===== src/rtl/sobel_pkg.sv =====
// sobel_pkg: shared mode encodings and gradient width helper for the Sobel stream filter.
package sobel_pkg;

    typedef enum logic [1:0] {
        MODE_BIN = 2'd0,
        MODE_MAG = 2'd1,
        MODE_GX  = 2'd2,
        MODE_GY  = 2'd3
    } mode_e;

    function automatic int grad_w(input int pix_w);
        return pix_w + 3;
    endfunction

endpackage


===== src/rtl/sobel_line_buffer.sv =====
// sobel_line_buffer: one-row circular RAM; read-before-write at a self-advancing pointer.
module sobel_line_buffer #(
    parameter int DEPTH = 224,
    parameter int WIDTH = 8
) (
    input  logic             clk,
    input  logic             reset,
    input  logic             en,
    input  logic [WIDTH-1:0] wdata,
    output logic [WIDTH-1:0] rdata
);
    localparam int AW = $clog2(DEPTH);
    localparam logic [AW-1:0] LAST = AW'(DEPTH - 1);

    logic [WIDTH-1:0] mem [DEPTH];
    logic [AW-1:0] ptr;

    assign rdata = mem[ptr];

    always_ff @(posedge clk or posedge reset) begin
        if (reset) ptr <= '0;
        else if (en) ptr <= ptr == LAST ? '0 : ptr + 1'b1;
    end

    always_ff @(posedge clk) begin
        if (en) mem[ptr] <= wdata;
    end

endmodule


===== src/rtl/sobel_stream_filter.sv =====
// sobel_stream_filter: streaming 3x3 Sobel filter over a raster frame with valid/ready handshakes.
module sobel_stream_filter
    import sobel_pkg::*;
#(
    parameter int IMG_W = 224,
    parameter int IMG_H = 224,
    parameter int PIX_W = 8
) (
    input  logic                     clk,
    input  logic                     reset,
    input  logic                     start,
    input  logic [1:0]               mode,
    input  logic [grad_w(PIX_W)-1:0] thresh,
    input  logic [PIX_W-1:0]         in_pix,
    input  logic                     in_valid,
    output logic                     in_ready,
    output logic [PIX_W-1:0]         out_pix,
    output logic                     out_valid,
    input  logic                     out_ready,
    output logic                     busy,
    output logic                     done
);
    localparam int GW = grad_w(PIX_W);
    localparam int NIN = IMG_W * IMG_H;
    localparam int NOUT = (IMG_W - 2) * (IMG_H - 2);
    localparam int CW = $clog2(NIN + 1);
    localparam int OW = $clog2(NOUT + 1);
    localparam int XW = $clog2(IMG_W);
    localparam int YW = $clog2(IMG_H);
    localparam logic [CW-1:0] NIN_C = CW'(NIN);
    localparam logic [OW-1:0] OUT_LAST = OW'(NOUT - 1);
    localparam logic [XW-1:0] COL_LAST = XW'(IMG_W - 1);
    localparam logic [PIX_W-1:0] PMAX = '1;

    mode_e mode_r;
    logic [GW-1:0] thresh_r;
    logic [CW-1:0] in_cnt;
    logic [OW-1:0] out_cnt;
    logic [XW-1:0] col;
    logic [YW-1:0] row;
    logic [PIX_W-1:0] win [3][3];
    logic [PIX_W-1:0] lb0_q, lb1_q;
    logic wv, v1, advance, accept;
    logic signed [GW-1:0] gx_c, gy_c, gx_q, gy_q;
    logic [GW-1:0] ax, ay, a;
    logic [PIX_W-1:0] sel;

    function automatic logic signed [GW-1:0] ext(input logic [PIX_W-1:0] p);
        return signed'({{(GW - PIX_W){1'b0}}, p});
    endfunction

    function automatic logic [PIX_W-1:0] sat(input logic [GW-1:0] v);
        return |v[GW-1:PIX_W] ? PMAX : v[PIX_W-1:0];
    endfunction

    assign advance = !out_valid || out_ready;
    assign in_ready = busy && advance && (in_cnt < NIN_C);
    assign accept = in_valid && in_ready;

    // lb0 holds the previous row, lb1 the row before it
    sobel_line_buffer #(.DEPTH(IMG_W), .WIDTH(PIX_W)) u_lb0 (
        .clk(clk), .reset(reset), .en(accept), .wdata(in_pix), .rdata(lb0_q)
    );
    sobel_line_buffer #(.DEPTH(IMG_W), .WIDTH(PIX_W)) u_lb1 (
        .clk(clk), .reset(reset), .en(accept), .wdata(lb0_q), .rdata(lb1_q)
    );

    always_comb begin
        gx_c = ext(win[0][0]) + (ext(win[1][0]) <<< 1) + ext(win[2][0])
             - ext(win[0][2]) - (ext(win[1][2]) <<< 1) - ext(win[2][2]);
        gy_c = ext(win[0][0]) + (ext(win[0][1]) <<< 1) + ext(win[0][2])
             - ext(win[2][0]) - (ext(win[2][1]) <<< 1) - ext(win[2][2]);
        ax = gx_q[GW-1] ? -gx_q : gx_q;
        ay = gy_q[GW-1] ? -gy_q : gy_q;
        a = ax + ay;
        sel = mode_r == MODE_BIN ? (a >= thresh_r ? '0 : PMAX) :
              mode_r == MODE_MAG ? sat(a) :
              mode_r == MODE_GX  ? sat(ax) : sat(ay);
    end

    always_ff @(posedge clk or posedge reset) begin
        if (reset) begin
            busy <= 1'b0;
            done <= 1'b0;
            mode_r <= MODE_BIN;
            thresh_r <= '0;
            in_cnt <= '0;
            out_cnt <= '0;
            col <= '0;
            row <= '0;
            wv <= 1'b0;
            v1 <= 1'b0;
            gx_q <= '0;
            gy_q <= '0;
            out_valid <= 1'b0;
            out_pix <= '0;
            for (int r = 0; r < 3; r++)
                for (int c = 0; c < 3; c++)
                    win[r][c] <= '0;
        end else begin
            done <= 1'b0;
            if (start && !busy && !done) begin
                busy <= 1'b1;
                mode_r <= mode_e'(mode);
                thresh_r <= thresh;
                in_cnt <= '0;
                out_cnt <= '0;
                col <= '0;
                row <= '0;
            end
            if (accept) begin
                in_cnt <= in_cnt + 1'b1;
                col <= col == COL_LAST ? '0 : col + 1'b1;
                row <= col == COL_LAST ? row + 1'b1 : row;
                for (int r = 0; r < 3; r++) begin
                    win[r][0] <= win[r][1];
                    win[r][1] <= win[r][2];
                end
                win[0][2] <= lb1_q;
                win[1][2] <= lb0_q;
                win[2][2] <= in_pix;
            end
            // a window is complete once two full rows and two columns sit behind it
            if (advance) begin
                wv <= accept && row >= YW'(2) && col >= XW'(2);
                gx_q <= gx_c;
                gy_q <= gy_c;
                v1 <= wv;
                out_valid <= v1;
                if (v1) out_pix <= sel;
            end
            if (out_valid && out_ready) begin
                out_cnt <= out_cnt + 1'b1;
                if (out_cnt == OUT_LAST) begin
                    busy <= 1'b0;
                    done <= 1'b1;
                end
            end
        end
    end

endmodule


===== config.mk =====
export PLATFORM = sky130hd
export DESIGN_NAME = sobel_stream_filter
export DESIGN_NICKNAME = d
export VERILOG_FILES = /design/src/rtl/sobel_pkg.sv /design/src/rtl/sobel_line_buffer.sv /design/src/rtl/sobel_stream_filter.sv
export SDC_FILE = /design/constraint.sdc
export NUM_CORES = 2
export LEC_CHECK = 0
export CORE_MARGIN = 4
export CORE_UTILIZATION = 40
export DETAILED_ROUTE_END_ITERATION = 10
export GPL_ROUTABILITY_DRIVEN = 0
export PLACE_DENSITY = 0.52
export SLEW_MARGIN = 20
export SYNTH_ARGS = -nofsm -noshare
export SYNTH_HDL_FRONTEND = slang
export SYNTH_SLANG_ARGS = --single-unit

===== constraint.sdc =====
create_clock -name clk -period 12.6 [get_ports clk]
set_clock_uncertainty 0.2 [all_clocks]
set_input_delay 2.52 -clock clk [delete_from_list [all_inputs] [get_ports clk]]
set_output_delay 2.52 -clock clk [all_outputs]
set_load 0.01 [all_outputs]

==> metrics.cfg <==
[timing]
tightestPinTransition_ps = 1150
final.setup.tns_ps = 0
slew_viol_final = 0
min_period_over_period_pct = 57.4
fmax_mhz = 138
setup_viol = 0
setup_slack_ps = 5370
fin_crit_ps = 7230
relSlewSlack_pct = 22.4
rsz0062_at_grt = false
finalHoldViolCount = 0

[routing]
firstDrtPassIters = 5
drt_iter0_drc = 7969
routed_wirelength_um = 406000
drc = 0
route.vias.total = 73200
antenna_left = 0
viasPerCell = 5.73
wire_per_inst_um = 31.8

[critical_path]
path_cells = clkdlybuf4s50_1 -> nand2b_1 -> buf_4 -> o211a_1 -> clkdlybuf4s50_1
crit_path_max_fanout = 27
endpoint_kind = output pin
start_kind = primary input
cpPeakStageDelay_ps = 620
cp.required_ps = 9880
critPathKind = primary input to output pin
rr_worst_depth = 10
cpMostUsedCell = clkdlybuf4s50_1
critPathSlowestCell = clkdlybuf4s50_1
critical_path_arrival_ps = 4510

[power]
p_clk_share_pct = 27.4
p_total_uw = 42200
power_density_mw_per_mm2 = 250
leakage_uw = 0.0531
p_seq_share_pct = 41.6
p_switching_uw = 14400
combPwrFrac_pct = 31.0
swShare_pct = 34.1
ir_worst_vdd_mv = 0.396
internal_power_uw = 27800

[logic_synthesis]
synth_top_cell_area_share_pct = 72.0
yosys_most_used_dff = edfxtp_1
synth.most_common_cell = edfxtp_1
syn-num-nets = 7418
synth_area_leaders = edfxtp_1 (72%), mux4_2 (16%), dfrtp_1 (3.1%)
netlist_area_mm2 = 0.150
ys_top_cells_by_count = edfxtp_1 (3584), mux4_2 (1032), nor2_1 (540), nand2_1 (357), clkbuf_1 (218)
yosysUniqueCellTypes = 72
synth-seq-area-share_pct = 75.1
syn_inst = 7268
synth.ff_latch_count = 3768
synth_top_area_cell = edfxtp_1
syn_avg_cell_area_um2 = 20.6
synth_edf_count = 3584
yosysWarningCount = 0
async_reset_ff_share_pct = 4.88

[min_path]
min_delay_path_depth = 2
hp-class = flop to flop

[clocking]
cts_hold_buf = 0
cts_tree = yes
clock_sinks = 3768
post-cts-setup-buffers = 0
clkTransAtPathRegs_ps = 60
clockBufferDepth = 4
clk_latency_ps = 960
cts-resized-gates = 0
cts-root-buf = clkbuf_16
htreeDepth = 5
cts_buffers = 401

[grt]
grt_pass1_vias = 74400
grt_usage_pct = 21.0
grt_max_degree = 149
grt_overflow = 0
antenna_found_initial = 11
grt_pass1_wl_um = 580000

[floorplanning]
rows = 224
io_pins = 38
die_area_mm2 = 0.384
die_h_um = 619
core-area_mm2 = 0.372
fp.dieW_um = 619
start_util_pct = 40.2

[finish]
final_nets = 7624
synthToLayoutAreaGrowth_pct = 12.9
drive_above_1_share_pct = 23.7

[placement]
port-buffer-count = 37
pre_cts_ws_ps = 4930
dp_hpwl_um = 249000

[job]
drv_cap = 0

[status]
status = finished, final reports clean

## placed cells by master, fill, tap and decap left out, types with 32 or more instances in the layout
cell type	count
inv_1	131
fa_1	63
ha_1	61
nand3_1	90
buf_4	159
bufinv_16	32
a22oi_1	85
clkinv_2	72
a21oi_1	71
mux4_2	1032
clkbuf_1	72
nand2_1	353
o21ai_0	112
edfxtp_1	3584
nor2_1	535
clkbuf_16	407
mux2i_1	119
dfrtp_1	176
clkinv_1	87
## power by group through the flow
stage	combinational [µW]	sequential (µW)	clock [µW]
after floorplan	7570	18100	0
after global placement	13200	17800	0
after detailed placement	13300	17800	0
after CTS	13400	17600	11800
after global routing	14100	17600	12300
final	13100	17500	11500
## registers in the layout, summed over array words and instances, names as in the netlist, 8 cells and up
name       count
u_lb0.mem   1792
u_lb1.mem   1792
win           72
in_cnt        16
out_cnt       16
gx_q          11
gy_q          11
thresh_r      11
col            8
out_pix        8
row            8
u_lb0.ptr      8
u_lb1.ptr      8
## layer usage
metal  vias up  GRT usage (%)  routed length (µm)  share of wire (%)
met2      2766           33.2              194000                 48
met4         4           5.44               11300                2.8
li1      30200              -                   -                  -
met3       564           3.11               25500                6.3
met5         -              0                  27             0.0066
met1     39700           30.6              176000                 43
## per-stage QoR
stage	area (µm²)	hold WS, ps	cells	util (%)
2_1_floorplan	150000	239	7268	-
3_3_place_gp	156000	257	12000	41.9
3_5_place_dp	156000	251	12000	41.9
4_1_cts	169000	253	12800	45.3
5_1_grt	169000	278	12800	45.3
6_report	169000	245	12800	45.4
## final cells by class
cell class | instances | area (µm²)
clock buffers | 495 | 10700
clock inverters | 230 | 2080
multi-input cells | 2958 | 35200
fillers | 31400 | 203000
flip-flops and latches | 3768 | 112000
repair buffers | 210 | 1870
well taps | 4972 | 6220
inverters | 135 | 519
diodes | 5 | 12.5
## cell families after synthesis
| group | share of synthesized area (%) |
|---|---|
| flops | 75.1 |
| fa+ha+maj | 1.35 |
| buf+inv | 1.57 |
| mux | 16.4 |
| compound gates | 1.95 |
| simple gates | 3.46 |
| xor+xnor | 0.218 |
## critical path, delay by kind of cell
kind,cells,cell delay [ps]
compound gates,1,370
buf+inv,3,1470
simple gates,1,150
## final timing paths
check,startpoint,endpoint,slack [ps]
worst min-delay path,win[38],win[46],250
worst max register to register,u_lb0.ptr[0],u_lb1.mem[15][4],5480
worst min register to register,win[38],win[46],250
min in group asynchronous,reset,row[3],1880
worst max-delay path,out_ready,in_ready,5370
max in group asynchronous,reset,thresh_r[0],8200
No activity file was read; power rests on OpenSTA's default activity.
